<file path="src/rtl/hilo_ctrl_pkg.sv">
// Shared encodings for the HI/LO sequencer: op codes, FSM states, defaults.
// No logic; constants and types only.
// Imported by the controller and its bench.
package hilo_ctrl_pkg;

  localparam int TIMEOUT_DEF = 40;  // divider needs 32 cycles plus margin
  localparam int W_DEF       = 32;

  // Op encoding from the control unit; codes 5-7 fall through as NONE
  typedef enum logic [2:0] {
    OP_NONE = 3'd0,
    OP_DIV  = 3'd1,
    OP_MULT = 3'd2,
    OP_MTHI = 3'd3,
    OP_MTLO = 3'd4
  } op_e;

  typedef enum logic [2:0] {
    S_IDLE        = 3'd0,
    S_DIV_LAUNCH  = 3'd1,
    S_DIV_WAIT    = 3'd2,
    S_MULT_LAUNCH = 3'd3,
    S_MULT_WAIT   = 3'd4
  } state_e;

endpackage

</file>
<file path="src/rtl/hilo_ctrl_if.sv">
// CPU-side request/result bundle for the HI/LO sequencer.
// Latency: n/a (wires only).
// Backpressure: op_ready low holds the request at the caller.
interface hilo_ctrl_if #(
  parameter int W = 32
);
  logic         op_valid;
  logic [2:0]   op;
  logic [W-1:0] rs_data;
  logic         op_ready;
  logic         busy;
  logic [W-1:0] hi;
  logic [W-1:0] lo;
  logic         div0_exc;
  logic         tmo_exc;

  // Control unit side
  modport master (
    output op_valid, op, rs_data,
    input  op_ready, busy, hi, lo, div0_exc, tmo_exc
  );

  // Sequencer side
  modport slave (
    input  op_valid, op, rs_data,
    output op_ready, busy, hi, lo, div0_exc, tmo_exc
  );
endinterface

</file>
<file path="src/rtl/hilo_reg.sv">
// Architectural HI/LO register pair with independent write enables.
// Latency: written value visible the cycle after the enable.
// Backpressure: none; writes always take effect.
module hilo_reg #(
  parameter int W = 32
) (
  input  logic         i_clk,
  input  logic         i_reset_n,
  input  logic         i_hi_we,
  input  logic         i_lo_we,
  input  logic [W-1:0] i_hi_d,
  input  logic [W-1:0] i_lo_d,
  output logic [W-1:0] o_hi,
  output logic [W-1:0] o_lo
);

  logic [W-1:0] r_hi;
  logic [W-1:0] r_lo;

  // Synchronous clear, otherwise load each half on its own enable
  always_ff @(posedge i_clk) begin
    if (!i_reset_n) begin
      r_hi <= '0;
      r_lo <= '0;
    end else begin
      if (i_hi_we) r_hi <= i_hi_d;
      if (i_lo_we) r_lo <= i_lo_d;
    end
  end

  assign o_hi = r_hi;
  assign o_lo = r_lo;

endmodule

</file>
<file path="src/rtl/hilo_ctrl.sv">
// Sequences DIV/MULT/MTHI/MTLO into the iterative units and owns HI/LO.
// Latency: MTHI/MTLO 1 cycle; DIV/MULT = launch cycle + unit time, result next cycle.
// Backpressure: op_ready low while a unit op is in flight; caller holds request.
module hilo_ctrl
  import hilo_ctrl_pkg::*;
#(
  parameter int TIMEOUT = TIMEOUT_DEF,
  parameter int W       = W_DEF
) (
  input  logic         i_clk,
  input  logic         i_reset_n,
  hilo_ctrl_if.slave   bus,
  output logic         o_div_rst,
  output logic         o_div_start,
  input  logic         i_div_done,
  input  logic         i_div_zero,
  input  logic [W-1:0] i_div_hi,
  input  logic [W-1:0] i_div_lo,
  output logic         o_mult_start,
  input  logic         i_mult_done,
  input  logic [W-1:0] i_mult_hi,
  input  logic [W-1:0] i_mult_lo
);

  localparam int CW = (TIMEOUT > 1) ? $clog2(TIMEOUT) : 1;
  localparam logic [CW-1:0] CNT_LAST = CW'(TIMEOUT - 1);

  state_e        r_state;
  state_e        w_next;
  logic [CW-1:0] r_cnt;
  logic [CW-1:0] w_cnt_next;
  logic          w_hi_we;
  logic          w_lo_we;
  logic [W-1:0]  w_hi_d;
  logic [W-1:0]  w_lo_d;
  logic          w_div_start;
  logic          w_mult_start;
  logic          w_div0;
  logic          w_tmo;

  // State and wait counter; reset mid-op simply drops the operation
  always_ff @(posedge i_clk) begin
    if (!i_reset_n) begin
      r_state <= S_IDLE;
      r_cnt   <= '0;
    end else begin
      r_state <= w_next;
      r_cnt   <= w_cnt_next;
    end
  end

  // Next state, unit launches, HI/LO writes and exception pulses
  always_comb begin
    w_next       = r_state;
    w_cnt_next   = r_cnt;
    w_hi_we      = 1'b0;
    w_lo_we      = 1'b0;
    w_hi_d       = bus.rs_data;
    w_lo_d       = bus.rs_data;
    w_div_start  = 1'b0;
    w_mult_start = 1'b0;
    w_div0       = 1'b0;
    w_tmo        = 1'b0;
    case (r_state)
      S_IDLE: begin
        if (bus.op_valid) begin
          case (bus.op)
            OP_DIV:  w_next  = S_DIV_LAUNCH;
            OP_MULT: w_next  = S_MULT_LAUNCH;
            OP_MTHI: w_hi_we = 1'b1;
            OP_MTLO: w_lo_we = 1'b1;
            default: ;
          endcase
        end
      end
      S_DIV_LAUNCH: begin
        w_div_start = 1'b1;
        w_cnt_next  = '0;
        w_next      = S_DIV_WAIT;
      end
      S_DIV_WAIT: begin
        // Zero beats done (done never fires on /0); done beats timeout
        if (i_div_zero) begin
          w_div0 = 1'b1;
          w_next = S_IDLE;
        end else if (i_div_done) begin
          w_hi_we = 1'b1;
          w_lo_we = 1'b1;
          w_hi_d  = i_div_hi;
          w_lo_d  = i_div_lo;
          w_next  = S_IDLE;
        end else if (r_cnt == CNT_LAST) begin
          w_tmo  = 1'b1;
          w_next = S_IDLE;
        end else begin
          w_cnt_next = r_cnt + 1'b1;
        end
      end
      S_MULT_LAUNCH: begin
        w_mult_start = 1'b1;
        w_cnt_next   = '0;
        w_next       = S_MULT_WAIT;
      end
      S_MULT_WAIT: begin
        if (i_mult_done) begin
          w_hi_we = 1'b1;
          w_lo_we = 1'b1;
          w_hi_d  = i_mult_hi;
          w_lo_d  = i_mult_lo;
          w_next  = S_IDLE;
        end else if (r_cnt == CNT_LAST) begin
          w_tmo  = 1'b1;
          w_next = S_IDLE;
        end else begin
          w_cnt_next = r_cnt + 1'b1;
        end
      end
      default: w_next = S_IDLE;
    endcase
  end

  hilo_reg #(.W(W)) u_hilo_reg (
    .i_clk     (i_clk),
    .i_reset_n (i_reset_n),
    .i_hi_we   (w_hi_we),
    .i_lo_we   (w_lo_we),
    .i_hi_d    (w_hi_d),
    .i_lo_d    (w_lo_d),
    .o_hi      (bus.hi),
    .o_lo      (bus.lo)
  );

  assign bus.busy     = (r_state != S_IDLE);
  assign bus.op_ready = (r_state == S_IDLE);
  assign bus.div0_exc = w_div0;
  assign bus.tmo_exc  = w_tmo;
  assign o_div_start  = w_div_start;
  assign o_mult_start = w_mult_start;
  // The divider resets on a high level
  assign o_div_rst    = ~i_reset_n;

endmodule

</file>
<file path="src/flat_wrapper.sv">
// flat-port wrapper written by rule: the top's interface ports become plain ports
module hilo_ctrl_flat import hilo_ctrl_pkg::*;
#(
  parameter int TIMEOUT = TIMEOUT_DEF,
  parameter int W       = W_DEF
)
  (i_clk, i_reset_n, o_div_rst, o_div_start, i_div_done, i_div_zero, i_div_hi, i_div_lo, o_mult_start, i_mult_done, i_mult_hi, i_mult_lo, bus_op_valid, bus_op, bus_rs_data, bus_op_ready, bus_busy, bus_hi, bus_lo, bus_div0_exc, bus_tmo_exc);
  hilo_ctrl_if #(.W(W)) bus_i ();
  input  logic i_clk;
  input  logic i_reset_n;
  output logic o_div_rst;
  output logic o_div_start;
  input  logic i_div_done;
  input  logic i_div_zero;
  input  logic [W-1:0] i_div_hi;
  input  logic [W-1:0] i_div_lo;
  output logic o_mult_start;
  input  logic i_mult_done;
  input  logic [W-1:0] i_mult_hi;
  input  logic [W-1:0] i_mult_lo;
  input wire logic [$bits(bus_i.op_valid)-1:0] bus_op_valid;
  input wire logic [$bits(bus_i.op)-1:0] bus_op;
  input wire logic [$bits(bus_i.rs_data)-1:0] bus_rs_data;
  output wire logic [$bits(bus_i.op_ready)-1:0] bus_op_ready;
  output wire logic [$bits(bus_i.busy)-1:0] bus_busy;
  output wire logic [$bits(bus_i.hi)-1:0] bus_hi;
  output wire logic [$bits(bus_i.lo)-1:0] bus_lo;
  output wire logic [$bits(bus_i.div0_exc)-1:0] bus_div0_exc;
  output wire logic [$bits(bus_i.tmo_exc)-1:0] bus_tmo_exc;
  assign bus_i.op_valid = bus_op_valid;
  assign bus_i.op = bus_op;
  assign bus_i.rs_data = bus_rs_data;
  assign bus_op_ready = bus_i.op_ready;
  assign bus_busy = bus_i.busy;
  assign bus_hi = bus_i.hi;
  assign bus_lo = bus_i.lo;
  assign bus_div0_exc = bus_i.div0_exc;
  assign bus_tmo_exc = bus_i.tmo_exc;
  hilo_ctrl #(.TIMEOUT(TIMEOUT), .W(W)) u_core (.i_clk(i_clk), .i_reset_n(i_reset_n), .bus(bus_i), .o_div_rst(o_div_rst), .o_div_start(o_div_start), .i_div_done(i_div_done), .i_div_zero(i_div_zero), .i_div_hi(i_div_hi), .i_div_lo(i_div_lo), .o_mult_start(o_mult_start), .i_mult_done(i_mult_done), .i_mult_hi(i_mult_hi), .i_mult_lo(i_mult_lo));
endmodule
</file>
<file path="config.mk">
export PLATFORM = sky130hd
export DESIGN_NAME = hilo_ctrl_flat
export DESIGN_NICKNAME = d
export VERILOG_FILES = /design/src/rtl/hilo_ctrl_pkg.sv /design/src/rtl/hilo_ctrl_if.sv /design/src/rtl/hilo_reg.sv /design/src/rtl/hilo_ctrl.sv /design/src/flat_wrapper.sv
export SDC_FILE = /design/constraint.sdc
export NUM_CORES = 1
export LEC_CHECK = 0
export ABC_AREA = 0
export BUFFER_PORTS_ARGS = -buffer_cell sky130_fd_sc_hd__buf_2
export CAP_MARGIN = 20
export CORE_UTILIZATION = 43
export CTS_CLUSTER_SIZE = 10
export DETAILED_ROUTE_END_ITERATION = 10
export GPL_TIMING_DRIVEN = 0
export HOLD_SLACK_MARGIN = 0.12
export PLACE_DENSITY = 0.85
export RECOVER_POWER = 50
export SYNTH_ARGS = -nofsm -noshare
export SYNTH_HDL_FRONTEND = slang
export SYNTH_SLANG_ARGS = --single-unit
</file>
<file path="constraint.sdc">
create_clock -name i_clk -period 2.44 [get_ports i_clk]
set_clock_uncertainty 0.15 [all_clocks]
set_input_delay 0 -clock i_clk [delete_from_list [all_inputs] [get_ports i_clk]]
set_output_delay 0 -clock i_clk [all_outputs]
set_load 0.02 [all_outputs]
</file>
==> results of run 1 <==
## logic make-up after synthesis
family          after synthesis  share of synthesized area, %
simple gates                 36                          7.08
fa+ha+maj                     1                         0.334
buf+inv                      53                          6.35
compound gates              275                          46.5
xor+xnor                      3                         0.702
flops                        73                          39.0
## per-stage QoR
| step | utilization [%] | setup slack (ns) | area [um^2] | hold slack, ns | instances |
|---|---|---|---|---|---|
| floorplan | - | 0.673 | 3750 | 0.0342 | 441 |
| global placement | 60.8 | 0.380 | 5070 | 0.130 | 785 |
| detailed placement | 60.8 | 0.351 | 5070 | 0.131 | 785 |
==> impl_summary.txt, run 1 <==
----------------------------------------------------
[Clocking]
  Worst-case clock buffer depth ... 2
  Clock Root Buffer ... clkbuf_8
  Num Clock Sinks ... 73
  Number of hold buffers added after CTS ... 161
  CTS-repair resized insts ... 0
  Post-CTS setup buffers ... 0
  Count of H-tree levels built during CTS ... 3
  CTS Buf Count ... 9

[Logic synthesis]
  Most repeated cell in the gate-level netlist after synthesis ... dfxtp_1
  Cell taking the most area after synthesis ... dfxtp_1
  Cell area after synthesis ... 3750 um^2
  Sequential share of the synthesized area ... 39.0%
  Synth top area share ... 39.0%
  Top post-synthesis cells by count ... dfxtp_1 (73), a21oi_1 (67), o31ai_1 (65)
  Number of synthesized register bits ... 73
  FFs w/ async S/R, synth ... 0%
  Synth unique cells ... 43
  Post-Syn Nets ... 611
  Largest cells by area after synthesis ... dfxtp_1 (39%), o31ai_1 (13%), a22oi_1 (13%), a21oi_1 (9.0%), o21ai_0 (7.2%)
  Leading register cell type out of synthesis ... dfxtp_1
  Mean instance size in the synthesized netlist ... 8.49 um^2
  Post-Syn Instances ... 441
  Number of enable flip-flop cells after synthesis ... 0
  Number of warnings printed during yosys synthesis ... 0

[Outcome]
  Last step reached ... clock tree synthesis
  Error ... [ERROR RSZ-0060] Max buffer count reached.
  Result of the run ... aborted with a tool error

[Floorplanning]
  Chip height ... 95.3 um
  Width of the chip ... 95.3 um
  Number of primary I/O pins ... 240
  Number of rows created at floorplan ... 33
  Starting density of the core ... 44.9%

[Place]
  Post-detail-place hpwl ... 10900 um
  Buffers on Ports ... 239
  Final RePlAce weighted congestion ... 0.913

----------------------------------------------------
==> inputs of run 2 (changes only) <==
--- a/config.mk
+++ b/config.mk
@@ -8,12 +8,10 @@
 export ABC_AREA = 0
 export BUFFER_PORTS_ARGS = -buffer_cell sky130_fd_sc_hd__buf_2
 export CAP_MARGIN = 20
-export CORE_UTILIZATION = 43
-export CTS_CLUSTER_SIZE = 10
+export CORE_UTILIZATION = 35
 export DETAILED_ROUTE_END_ITERATION = 10
 export GPL_TIMING_DRIVEN = 0
-export HOLD_SLACK_MARGIN = 0.12
-export PLACE_DENSITY = 0.85
+export PLACE_DENSITY_LB_ADDON = 0.15
 export RECOVER_POWER = 50
 export SYNTH_ARGS = -nofsm -noshare
 export SYNTH_HDL_FRONTEND = slang
==> run 2 against run 1 <==
  * Synthesized cell count is the same
  * The run now ends clean
  * Synthesized area is the same
==> impl_summary.txt, run 2 <==
----------------------------------------------------
[Power and ir drop]
  Power dissipated by switching net loads ... 0.818 mW
  Total internal power ... 2.27 mW
  Part of the total power dissipated in sequential elements ... 41.1%
  Worst-case vdd ir drop ... 0.299 mV
  Post-layout power ... 3.09 mW
  Clk network pwr share ... 38.0%
  Combinational group share of total power ... 20.8%
  Switching Fraction ... 26.5%
  Leak ... 2.95 nW
  Cell area power density ... 449 nW/um^2

[Drt]
  Initial DRT Pass Iterations ... 9
  Remaining antenna violation count ... 0
  Via-per-instance ratio ... 5.52
  Remaining routing DRC violations ... 0
  Per-cell routed wire length ... 18.0 um
  Number of design-rule violations left by the first detailed-router iteration ... 503
  Total number of vias ... 5486
  Final Routed Wirelength ... 17900 um

[Floorplanning]
  Number of rows created at floorplan ... 37 (+12%)
  Placeable Area ... 10400 um^2
  Chip height ... 105 um (+11%)
  Width of the chip ... 105 um (+11%)
  Area enclosed by the die boundary ... 11100 um^2
  Number of primary I/O pins ... 240 (unchanged)
  Starting density of the core ... 36.1% (-8.8 points)

[Layout]
  Commonest cells after routing, fill and taps aside ... buf_2 (189), dlygate4sd3_1 (161), clkbuf_1 (98)
  Ratio of cells with drive above 1 in the final layout ... 25.4%
  Area overhead of the layout relative to synthesis ... 83.7%
  Fin cells ... 993
  Leading cell type in the layout, fill and taps excluded ... buf_2
  Core Util, Final ... 66.4%
  Ant. Diodes ... 0
  Total Nets Final ... 1022

[Worst setup path]
  Top delay family on crit path ... buffers and inverters
  Logic depth of the worst register-to-register path ... 5
  Required time reported for the critical path endpoint ... 2.57 ns
  Largest stage delay on the critical path ... 0.63 ns
  Crit-path cells ... clkbuf_1 -> nor3_4 -> a22oi_1 -> dlygate4sd3_1 -> a21oi_1
  Worst flop-to-flop path startpoint ... u_core.r_state[0]
  Data arrival time of the worst path ... 2.46 ns
  Critical path's slowest cell ... nor3_4
  Setup slack of the most critical reg-to-reg path ... 0.11 ns
  Buf+Inv Stages, Crit Path ... 2
  Type of the worst setup path ... register to register
  Kind of end point of the critical path ... register
  Kind of start point of the critical path ... register
  Worst r2r dst ... u_core.u_hilo_reg.o_hi[24]
  Largest fanout on the critical path ... 10

[Logic synthesis]
  Sequential share of the synthesized area ... 39.0% (unchanged)
  Most repeated cell in the gate-level netlist after synthesis ... dfxtp_1
  Number of enable flip-flop cells after synthesis ... 0 (unchanged)
  Synth top area share ... 39.0% (unchanged)
  Synth unique cells ... 43 (unchanged)
  Largest cells by area after synthesis ... dfxtp_1 (39%), o31ai_1 (13%), a22oi_1 (13%), a21oi_1 (9.0%), o21ai_0 (7.2%)
  FFs w/ async S/R, synth ... 0% (unchanged)
  Post-Syn Nets ... 611 (unchanged)
  Post-Syn Instances ... 441 (unchanged)
  Cell taking the most area after synthesis ... dfxtp_1
  Cell area after synthesis ... 3750 um^2 (unchanged)
  Mean instance size in the synthesized netlist ... 8.49 um^2 (unchanged)
  Number of synthesized register bits ... 73 (unchanged)
  Number of warnings printed during yosys synthesis ... 0 (unchanged)
  Top post-synthesis cells by count ... dfxtp_1 (73), a21oi_1 (67), o31ai_1 (65)
  Leading register cell type out of synthesis ... dfxtp_1

[Flow run]
  Count of max-cap constraint violations ... 0

[Min path]
  Start point of the worst min-delay path ... bus_op[2]
  Hold Path Cell Cnt ... 4
  Class of the most critical hold timing path ... input pin to register
  Endpoint, Worst Hold ... u_core.r_state[0]

[STA]
  Transition time at the pin with the least slew margin ... 0.647 ns
  Fmax ... 429 MHz
  Total count of max-transition violations in the final report ... 0
  Setup repair after global routing missed its margin ... no
  Hold Worst Slack ... 0.0271 ns
  Setup TNS ... 0 ns
  Hold Violations, Final ... 0
  Worst slew margin relative to its limit ... 56.7%
  Count of final setup violators ... 0
  Final cycle utilization of the critical path ... 95.6%
  Final Critical Period ... 2.33 ns

[Place]
  DP Cell Count ... 816 (+3.9%)
  Final RePlAce weighted congestion ... 0.864 (-5.4%)
  Post-detail-place hpwl ... 11200 um (+3.3%)
  Buffers on Ports ... 239 (unchanged)

[Clocking]
  Post-CTS setup buffers ... 0 (unchanged)
  Count of H-tree levels built during CTS ... 3 (unchanged)
  Worst-case clock buffer depth ... 2 (unchanged)
  Clock-pin slew reported for the worst setup and hold paths after clock tree synthesis ... 0.08 ns
  Num Clock Sinks ... 73 (unchanged)
  TritonCTS clock tree ... built
  Clock latency on the worst-skew pair ... 0.34 ns
  CTS Buf Count ... 9 (unchanged)
  Clock Root Buffer ... clkbuf_8

[Global routing]
  Global-route wire length before repair ... 27800 um
  Grt ovf ... 0
  Total track usage ... 31.5%
  Pin count of the biggest net entering global routing ... 14
  Number of global-route vias before repair ... 5692
  Number of antenna violations at the first check in global routing ... 0

[Outcome]
  Result of the run ... finished, final reports clean

----------------------------------------------------
## run 2: cell counts after synthesis
Identical to the previous run, type by type.
## run 2: worst max path at each step
| stage | end | slack [ns] | from | cells past startpoint |
|---|---|---|---|---|
| floorplan | u_core.u_hilo_reg.o_hi[0] | 0.67 | u_core.r_state[0] | 6 |
| global placement | u_core.u_hilo_reg.o_hi[28] | 0.18 | u_core.r_state[0] | 5 |
| detailed placement | u_core.u_hilo_reg.o_hi[28] | 0.19 | u_core.r_state[0] | 5 |
| CTS | u_core.u_hilo_reg.o_hi[24] | 0.12 | u_core.r_state[0] | 5 |
| global route | u_core.u_hilo_reg.o_hi[28] | 0.01 | u_core.r_state[0] | 5 |
| finish | u_core.u_hilo_reg.o_hi[24] | 0.11 | u_core.r_state[0] | 5 |
## run 2: cell type report
class                           count  area (um^2)
Sequential cell                    73         1460
Fill cell                         874         3490
Multi-Input combinational cell    315         2050
Inverter                            3         11.3
Timing Repair Buffer              400         2720
Clock buffer                       10          128
Buffer                             50          225
Tap cell                          136          170
Clock inverter                      6          116
## run 2: kinds of logic (layout without fill, tap and decap cells)
group                      Yosys count  after routing  share of synthesized area [%]
AOI/OAI and AO/OA                  275            275                           46.5
DFF                                 73             73                           39.0
buffers and inverters               53            469                           6.35
and+or+nand+nor                     36             36                           7.08
xor gates and xnor gates             3              3                          0.702
adders and majority gates            1              1                          0.334
## run 2: power groups by stage
| stage | clock network, mW | registers [mW] | logic (mW) |
|---|---|---|---|
| after floorplan | 0 | 1.35 | 0.139 |
| after global placement | 0 | 1.29 | 0.433 |
| after detailed placement | 0 | 1.29 | 0.441 |
| after CTS | 1.19 | 1.27 | 0.635 |
| after global routing | 1.24 | 1.28 | 0.688 |
| final | 1.17 | 1.27 | 0.644 |
## run 2: what timing repair did
item                                   in CTS  in global routing
resized for setup                           0                  0
endpoints found under the hold margin      65                  0
hold buffers                              161                  0
## run 2: per-layer routing
layer / vias up / track usage (%) / share of wire, %
li1: 2560 / - / -
met3: 67 / 4.39 / 6.9
met2: 330 / 56.8 / 49
met5: - / 0 / 0
met1: 2529 / 36.4 / 40
met4: 0 / 15.5 / 3.9
## run 2: metrics by stage
step	setup slack [ns]	instance area (um^2)
after floorplan	0.673	3750
after global placement	0.183	5110
after detailed placement	0.191	5110
after CTS	0.118	6970
after global routing	0.0115	6880
final	0.106	6880
## run 2: worst reg2reg max path, cell delays in order, from the launching register on
cell and delay, ns:
dfxtp_1 0.33, clkbuf_1 0.23, nor3_4 0.63, a22oi_1 0.19, dlygate4sd3_1 0.61, a21oi_1 0.13
No activity file was read; power rests on OpenSTA's default activity.
